===== config.mk =====
export PLATFORM = sky130hd
export DESIGN_NAME = dummy_scan_engine_mp
export DESIGN_NICKNAME = d
export VERILOG_FILES = /design/src/rtl/dummy_scan_engine_mp.sv
export SDC_FILE = /design/constraint.sdc
export NUM_CORES = 1
export LEC_CHECK = 0
export ABC_AREA = 1
export CORE_MARGIN = 2
export CORE_UTILIZATION = 50
export CTS_CLUSTER_SIZE = 14
export DETAILED_ROUTE_END_ITERATION = 7
export HOLD_SLACK_MARGIN = 0.08
export PLACE_DENSITY_LB_ADDON = 0.3
export RECOVER_POWER = 100
export SYNTH_ARGS = -nofsm -noshare
export SYNTH_HDL_FRONTEND = slang
export SYNTH_SLANG_ARGS = --single-unit

===== constraint.sdc =====
create_clock -name clk -period 2.8 [get_ports clk]
set_clock_uncertainty 0.1 [all_clocks]
set_input_delay 0.42 -clock clk [delete_from_list [all_inputs] [get_ports clk]]
set_output_delay 0.42 -clock clk [all_outputs]
set_load 0.02 [all_outputs]

===== src/rtl/dummy_scan_engine_mp.sv =====
// Multi-pass dummy (flush) row scan engine: sweeps a row window issuing reset pulses, N passes.
// Optional statistics counters are enabled with the DUMMY_SCAN_STATS_EN macro.
module dummy_scan_engine_mp #(
    parameter int unsigned NUM_ROWS = 2048,
    parameter int unsigned ROW_W    = 12,
    parameter int unsigned PERIOD_W = 16,
    parameter int unsigned PW_W     = 8,
    parameter int unsigned PASS_W   = 4
) (
    input  logic                clk,
    input  logic                rst,
    input  logic [PERIOD_W-1:0] cfg_period,
    input  logic                cfg_auto_en,
    input  logic [ROW_W-1:0]    cfg_row_start,
    input  logic [ROW_W-1:0]    cfg_row_end,
    input  logic [PW_W-1:0]     cfg_pulse_w,
    input  logic [PW_W-1:0]     cfg_gap_w,
    input  logic [PASS_W-1:0]   cfg_passes,
    input  logic                trigger,
    input  logic                abort,
    input  logic                readout_busy,
    output logic                dummy_active,
    output logic                dummy_complete,
    output logic                dummy_aborted,
    output logic [ROW_W-1:0]    row_addr,
    output logic                reset_pulse,
    output logic                dummy_auto_src,
    output logic [PASS_W-1:0]   pass_idx
`ifdef DUMMY_SCAN_STATS_EN
    ,
    output logic [15:0]         stat_done_cnt,
    output logic [15:0]         stat_abort_cnt,
    output logic [15:0]         stat_drop_cnt
`endif
);

    typedef enum logic [1:0] {IDLE, PULSE, GAP, DONE} state_t;

    localparam logic [ROW_W-1:0] ROW_MAX = ROW_W'(NUM_ROWS - 1);

    state_t              state_q, state_d;
    logic [PERIOD_W-1:0] period_q, period_d;
    logic                auto_req_c;
    logic                req_q, req_d;
    logic                req_auto_q, req_auto_d;
    logic                pend_q, pend_d;
    logic                pend_auto_q, pend_auto_d;
    logic                pend_live_c;
    logic [ROW_W-1:0]    start_sh_q, start_sh_d;
    logic [ROW_W-1:0]    end_sh_q, end_sh_d;
    logic [PW_W-1:0]     pw_sh_q, pw_sh_d;
    logic [PW_W-1:0]     gw_sh_q, gw_sh_d;
    logic [PASS_W-1:0]   passes_sh_q, passes_sh_d;
    logic [PW_W-1:0]     cnt_q, cnt_d;
    logic [ROW_W-1:0]    row_q, row_d;
    logic [PASS_W-1:0]   pass_q, pass_d;
    logic                src_q, src_d;
    logic                active_q, active_d;
    logic                pulse_q, pulse_d;
    logic                complete_q, complete_d;
    logic                aborted_q, aborted_d;
    logic                adv_c;
    logic [ROW_W-1:0]    start_clamp_c, end_clamp_c;
    logic [PW_W-1:0]     pw_eff_c;
    logic [PASS_W-1:0]   passes_eff_c;

    assign start_clamp_c = (cfg_row_start > ROW_MAX) ? ROW_MAX : cfg_row_start;
    assign end_clamp_c   = (cfg_row_end > ROW_MAX) ? ROW_MAX : cfg_row_end;
    assign pw_eff_c      = (cfg_pulse_w == '0) ? PW_W'(1) : cfg_pulse_w;
    assign passes_eff_c  = (cfg_passes == '0) ? PASS_W'(1) : cfg_passes;
    assign pend_live_c   = pend_q && !abort;

    // Free-running auto-period timer and registered start-request stage
    always_comb begin
        auto_req_c = 1'b0;
        period_d   = '0;
        if (cfg_auto_en && (cfg_period != '0)) begin
            if (period_q >= (cfg_period - PERIOD_W'(1))) begin
                auto_req_c = 1'b1;
            end else begin
                period_d = period_q + PERIOD_W'(1);
            end
        end
        req_d      = trigger | auto_req_c;
        req_auto_d = auto_req_c & ~trigger;
    end

    // Scan FSM next-state and registered-output logic
    always_comb begin
        state_d     = state_q;
        pend_d      = pend_q;
        pend_auto_d = pend_auto_q;
        start_sh_d  = start_sh_q;
        end_sh_d    = end_sh_q;
        pw_sh_d     = pw_sh_q;
        gw_sh_d     = gw_sh_q;
        passes_sh_d = passes_sh_q;
        cnt_d       = cnt_q;
        row_d       = row_q;
        pass_d      = pass_q;
        src_d       = src_q;
        complete_d  = 1'b0;
        aborted_d   = 1'b0;
        adv_c       = 1'b0;

        case (state_q)
            IDLE: begin
                if (abort) begin
                    pend_d = 1'b0;
                end
                if ((req_q || pend_live_c) && !readout_busy) begin
                    start_sh_d  = start_clamp_c;
                    end_sh_d    = end_clamp_c;
                    pw_sh_d     = pw_eff_c;
                    gw_sh_d     = cfg_gap_w;
                    passes_sh_d = passes_eff_c;
                    cnt_d       = pw_eff_c - PW_W'(1);
                    row_d       = start_clamp_c;
                    pass_d      = '0;
                    src_d       = pend_live_c ? pend_auto_q : req_auto_q;
                    pend_d      = 1'b0;
                    state_d     = PULSE;
                end else if (req_q && !pend_q && !abort) begin
                    pend_d      = 1'b1;
                    pend_auto_d = req_auto_q;
                end
            end
            PULSE: begin
                if (abort) begin
                    aborted_d = 1'b1;
                    state_d   = IDLE;
                end else if (cnt_q == '0) begin
                    if (gw_sh_q != '0) begin
                        cnt_d   = gw_sh_q - PW_W'(1);
                        state_d = GAP;
                    end else begin
                        adv_c = 1'b1;
                    end
                end else begin
                    cnt_d = cnt_q - PW_W'(1);
                end
            end
            GAP: begin
                if (abort) begin
                    aborted_d = 1'b1;
                    state_d   = IDLE;
                end else if (cnt_q == '0) begin
                    adv_c = 1'b1;
                end else begin
                    cnt_d = cnt_q - PW_W'(1);
                end
            end
            DONE: begin
                state_d = IDLE;
            end
            default: begin
                state_d = IDLE;
            end
        endcase

        // Row advance wraps at the physical row count, so start > end scans across the wrap
        if (adv_c) begin
            if (row_q != end_sh_q) begin
                row_d   = (row_q == ROW_MAX) ? '0 : row_q + ROW_W'(1);
                cnt_d   = pw_sh_q - PW_W'(1);
                state_d = PULSE;
            end else if (pass_q < (passes_sh_q - PASS_W'(1))) begin
                pass_d  = pass_q + PASS_W'(1);
                row_d   = start_sh_q;
                cnt_d   = pw_sh_q - PW_W'(1);
                state_d = PULSE;
            end else begin
                complete_d = 1'b1;
                state_d    = DONE;
            end
        end

        active_d = (state_d == PULSE) || (state_d == GAP);
        pulse_d  = (state_d == PULSE);
    end

    always_ff @(posedge clk) begin
        if (rst) begin
            state_q     <= IDLE;
            period_q    <= '0;
            req_q       <= 1'b0;
            req_auto_q  <= 1'b0;
            pend_q      <= 1'b0;
            pend_auto_q <= 1'b0;
            start_sh_q  <= '0;
            end_sh_q    <= '0;
            pw_sh_q     <= '0;
            gw_sh_q     <= '0;
            passes_sh_q <= '0;
            cnt_q       <= '0;
            row_q       <= '0;
            pass_q      <= '0;
            src_q       <= 1'b0;
            active_q    <= 1'b0;
            pulse_q     <= 1'b0;
            complete_q  <= 1'b0;
            aborted_q   <= 1'b0;
        end else begin
            state_q     <= state_d;
            period_q    <= period_d;
            req_q       <= req_d;
            req_auto_q  <= req_auto_d;
            pend_q      <= pend_d;
            pend_auto_q <= pend_auto_d;
            start_sh_q  <= start_sh_d;
            end_sh_q    <= end_sh_d;
            pw_sh_q     <= pw_sh_d;
            gw_sh_q     <= gw_sh_d;
            passes_sh_q <= passes_sh_d;
            cnt_q       <= cnt_d;
            row_q       <= row_d;
            pass_q      <= pass_d;
            src_q       <= src_d;
            active_q    <= active_d;
            pulse_q     <= pulse_d;
            complete_q  <= complete_d;
            aborted_q   <= aborted_d;
        end
    end

    assign dummy_active   = active_q;
    assign reset_pulse    = pulse_q;
    assign dummy_complete = complete_q;
    assign dummy_aborted  = aborted_q;
    assign row_addr       = row_q;
    assign pass_idx       = pass_q;
    assign dummy_auto_src = src_q;

`ifdef DUMMY_SCAN_STATS_EN
    logic [15:0] done_cnt_q, abort_cnt_q, drop_cnt_q;
    logic        drop_c;

    // A request is dropped when the engine is busy scanning or one is already held
    assign drop_c = req_q && ((state_q != IDLE) || pend_live_c);

    always_ff @(posedge clk) begin
        if (rst) begin
            done_cnt_q  <= '0;
            abort_cnt_q <= '0;
            drop_cnt_q  <= '0;
        end else begin
            if (complete_d && (done_cnt_q != 16'hFFFF)) begin
                done_cnt_q <= done_cnt_q + 16'd1;
            end
            if (aborted_d && (abort_cnt_q != 16'hFFFF)) begin
                abort_cnt_q <= abort_cnt_q + 16'd1;
            end
            if (drop_c && (drop_cnt_q != 16'hFFFF)) begin
                drop_cnt_q <= drop_cnt_q + 16'd1;
            end
        end
    end

    assign stat_done_cnt  = done_cnt_q;
    assign stat_abort_cnt = abort_cnt_q;
    assign stat_drop_cnt  = drop_cnt_q;
`endif

endmodule

==> results of run 1 <==
-- registers in the layout, indices dropped and copies added, names as in the netlist, 2 cells and up --
name	count
gw_sh_q	8
cnt_q	8
pw_sh_q	8
end_sh_q	12
pass_idx	4
passes_sh_q	4
row_addr	12
start_sh_q	12
period_q	16
state_q	2
-- worst max-delay path, stage by stage --
cell,delay (ns)
buf_4,0.14
nor2_4,0.10
nand2_4,0.06
buf_4,0.13
buf_4,0.13
buf_4,0.12
buf_4,0.12
buf_4,0.13
xnor2_2,0.12
inv_1,0.06
ha_1,0.28
a21oi_1,0.14
o21ai_1,0.08
nand2_1,0.06
o211ai_1,0.08
nand2_1,0.08
nand3_2,0.08
or2_4,0.27
buf_12,0.15
nor2_1,0.09
-- per-layer routing --
metal  routed length (um)  part of all wire  up-vias
li1                     -                 -     3253
met1                 7560              0.45     2887
met2                 8090              0.48      170
met3                  808             0.048       26
met4                  286             0.017        0
met5                    0                 0        -
-- path summary, 6_finish.rpt --
path	from	end	slack [ns]	depth (start not counted)
worst min-delay path	pend_auto_q	pend_auto_q	0.35	2
worst max-delay path	cfg_period[2]	period_q[8]	0.14	20
worst min register to register	pend_auto_q	pend_auto_q	0.35	2
worst max register to register	passes_sh_q[0]	row_addr[5]	0.25	12
-- report_power, final --
group | internal (mW) | leakage (nW) | switching (mW)
sequential | 1.41 | 0.774 | 0.0563
clock | 0.617 | 0.127 | 0.510
combinational | 0.346 | 2.67 | 0.484
-- Yosys cell counts (all sizes together), types with 2 or more instances --
master  instances  share of area
nand4          11          0.011
inv           111          0.067
o211ai          3         0.0036
dfxtp          95           0.31
nor3           32          0.027
a21o            2         0.0024
xnor2          15          0.021
clkbuf         15         0.0093
o21ai          86          0.069
o22ai           2         0.0020
nor2          125          0.088
a31oi           2         0.0020
nor4            3         0.0030
a211oi          2         0.0024
nand2         195           0.12
or2             2         0.0020
nor3b           2         0.0040
a21oi          65          0.053
ha             33          0.067
nand3          61          0.051
xor2           45          0.064
buf            14          0.014
-- cell type report --
class                           count  area (sq um)
Inverter                          111           417
Tap cell                          168           210
Fill cell                        1075          4130
Sequential cell                    95          1900
Clock buffer                       11           243
Multi-Input combinational cell    693          3890
Clock inverter                      3          21.3
Timing Repair Buffer              139          1250
-- logic make-up (layout without fill, tap and decap cells) --
| kind of cell | count (synthesis) | count (layout) | share of synthesized area |
|---|---|---|---|
| flip-flops | 95 | 95 | 0.307 |
| AND/OR/NAND/NOR | 433 | 433 | 0.309 |
| buffers and inverters | 140 | 264 | 0.0901 |
| adder cells (fa/ha/maj) | 33 | 33 | 0.0665 |
| AO/OA/AOI/OAI | 167 | 167 | 0.143 |
| XOR/XNOR | 60 | 60 | 0.0847 |
-- stage by stage --
| step | cell area, sq um | utilization |
|---|---|---|
| 2_1_floorplan | 6220 | - |
| 6_report | 7940 | 0.658 |
| 3_5_place_dp | 7470 | 0.619 |
| 5_1_grt | 7940 | 0.658 |
| 3_3_place_gp | 7470 | 0.619 |
| 4_1_cts | 7910 | 0.656 |
-- what timing repair did --
action | 4_1_cts | 5_1_grt
cloned | 1 | 0
endpoints found under the setup margin | 18 | 18
pin swaps | 21 | 22
gates resized for setup | 40 | 39
buffers inserted | 10 | 3
==> results.tsv, run 1 <==
stage	metric	value	unit
logic_synthesis	yosysSeqAreaShare	0.307	
power_and_ir_drop	vdd_drop_max	360	uV
clocking	clock_path_buffers	2	
clocking	ctsHoldBuffers	0	
clocking	numCtsBuffers	9	
worst_setup_path	worstPathArrival	2.84	ns
global_routing	grt_busiest_layer	met2	
clocking	htree_num_levels	3	
final_layout	final_layout_size_suffix_gt1_frac	0.126	
global_routing	grt_remaining_overflow	0	
clocking	clk_latency	0.34	ns
floorplan	die_h	115	um
floorplan	ios	87	
logic_synthesis	syn_area_per_cell	6.69	sq um
power_and_ir_drop	leakage	3.57	nW
final_layout	final_common_cell	nand2_1	
final_layout	fin_cells	1220	
logic_synthesis	async_flop_share	0	
global_routing	met2_usage	0.439	
timing	fmax	376	MHz
floorplan	die_x	115	um
logic_synthesis	ys_types	44	
place	dp_hpwl	12200	um
logic_synthesis	netlist_area	6200	sq um
worst_setup_path	cp-start-kind	input pin	
global_routing	grt_pass1_vias	5969	
place	place_congestion	0.937	
place	place_inst	1192	
drt	routed_wirelength	16700	um
timing	drv_slew	0	
drt	drt-wirelength-per-cell	13.7	um
logic_synthesis	syn_inst	928	
timing	hold_ws	0.349	ns
place	place.port_buffers	86	
run_status	outcome	complete, no violations	
global_routing	use_met1	0.321	
timing	worst_slack	0.142	ns
timing	fin_crit	2.66	ns
drt	final_antenna_net_count	0	
drt	drt_iter0_markers	460	
clocking	cts_tree	yes	
timing	worst_pin_slew	0.770	ns
timing	finalSetupViolCount	0	
place	dpl_worst_slack	-0.665	ns
worst_setup_path	cp.required	2.98	ns
logic_synthesis	syn_nets	1027	
worst_setup_path	worst-path-max-fanout	8	
timing	hold_viol	0	
job	maxCapViolCount	0	
drt	routed-via-count	6336	
drt	drc	0	
global_routing	grt_use_total	0.253	
floorplan	start_util	0.514	
final_layout	final_cell_mix	nand2_1 (186), inv_1 (103), nor2_1 (102)	
clocking	cts-root-buf	clkbuf_16	
global_routing	grt_max_degree	73	
drt	vias_per_cell	5.19	
floorplan	core_region_area	12100	sq um
final_layout	area_growth	27.9	%
global_routing	met3_usage	0.0438	
logic_synthesis	synthFlopType	dfxtp_1	
timing	post-route-period-util	0.949	
power_and_ir_drop	power.density	432	nW/um^2
floorplan	die_area	13300	sq um
timing	max_slew_margin	0.487	
power_and_ir_drop	design_power_total	3.43	mW
worst_setup_path	worst-setup-path-type	in2reg	
timing	fin_setup_tns	0	ns
worst_setup_path	end_kind	flop	
worst_hold_path	min_path_type	reg2reg	
floorplan	rows	40	
clocking	cts.sinks	95	
drt	drt_first_pass_iters	7	
logic_synthesis	ys_seq_elements	95	
logic_synthesis	synth_edf_count	0	
clocking	clkTransAtPathRegs	0.06	ns
global_routing	grt_pass1_wl	27100	um
final_layout	final_nets	1148	
global_routing	antenna_found_initial	0	
final_layout	n_antenna_cell	0	
logic_synthesis	yosysWarningCount	0	
(Power assumes the default switching activity.)
==> run 2, diff against run 1 <==
Settings changed: CAP_MARGIN from default to 20.
==> results of run 2 <==
The final DEF is identical to that of run 1; final timing and power are the same.
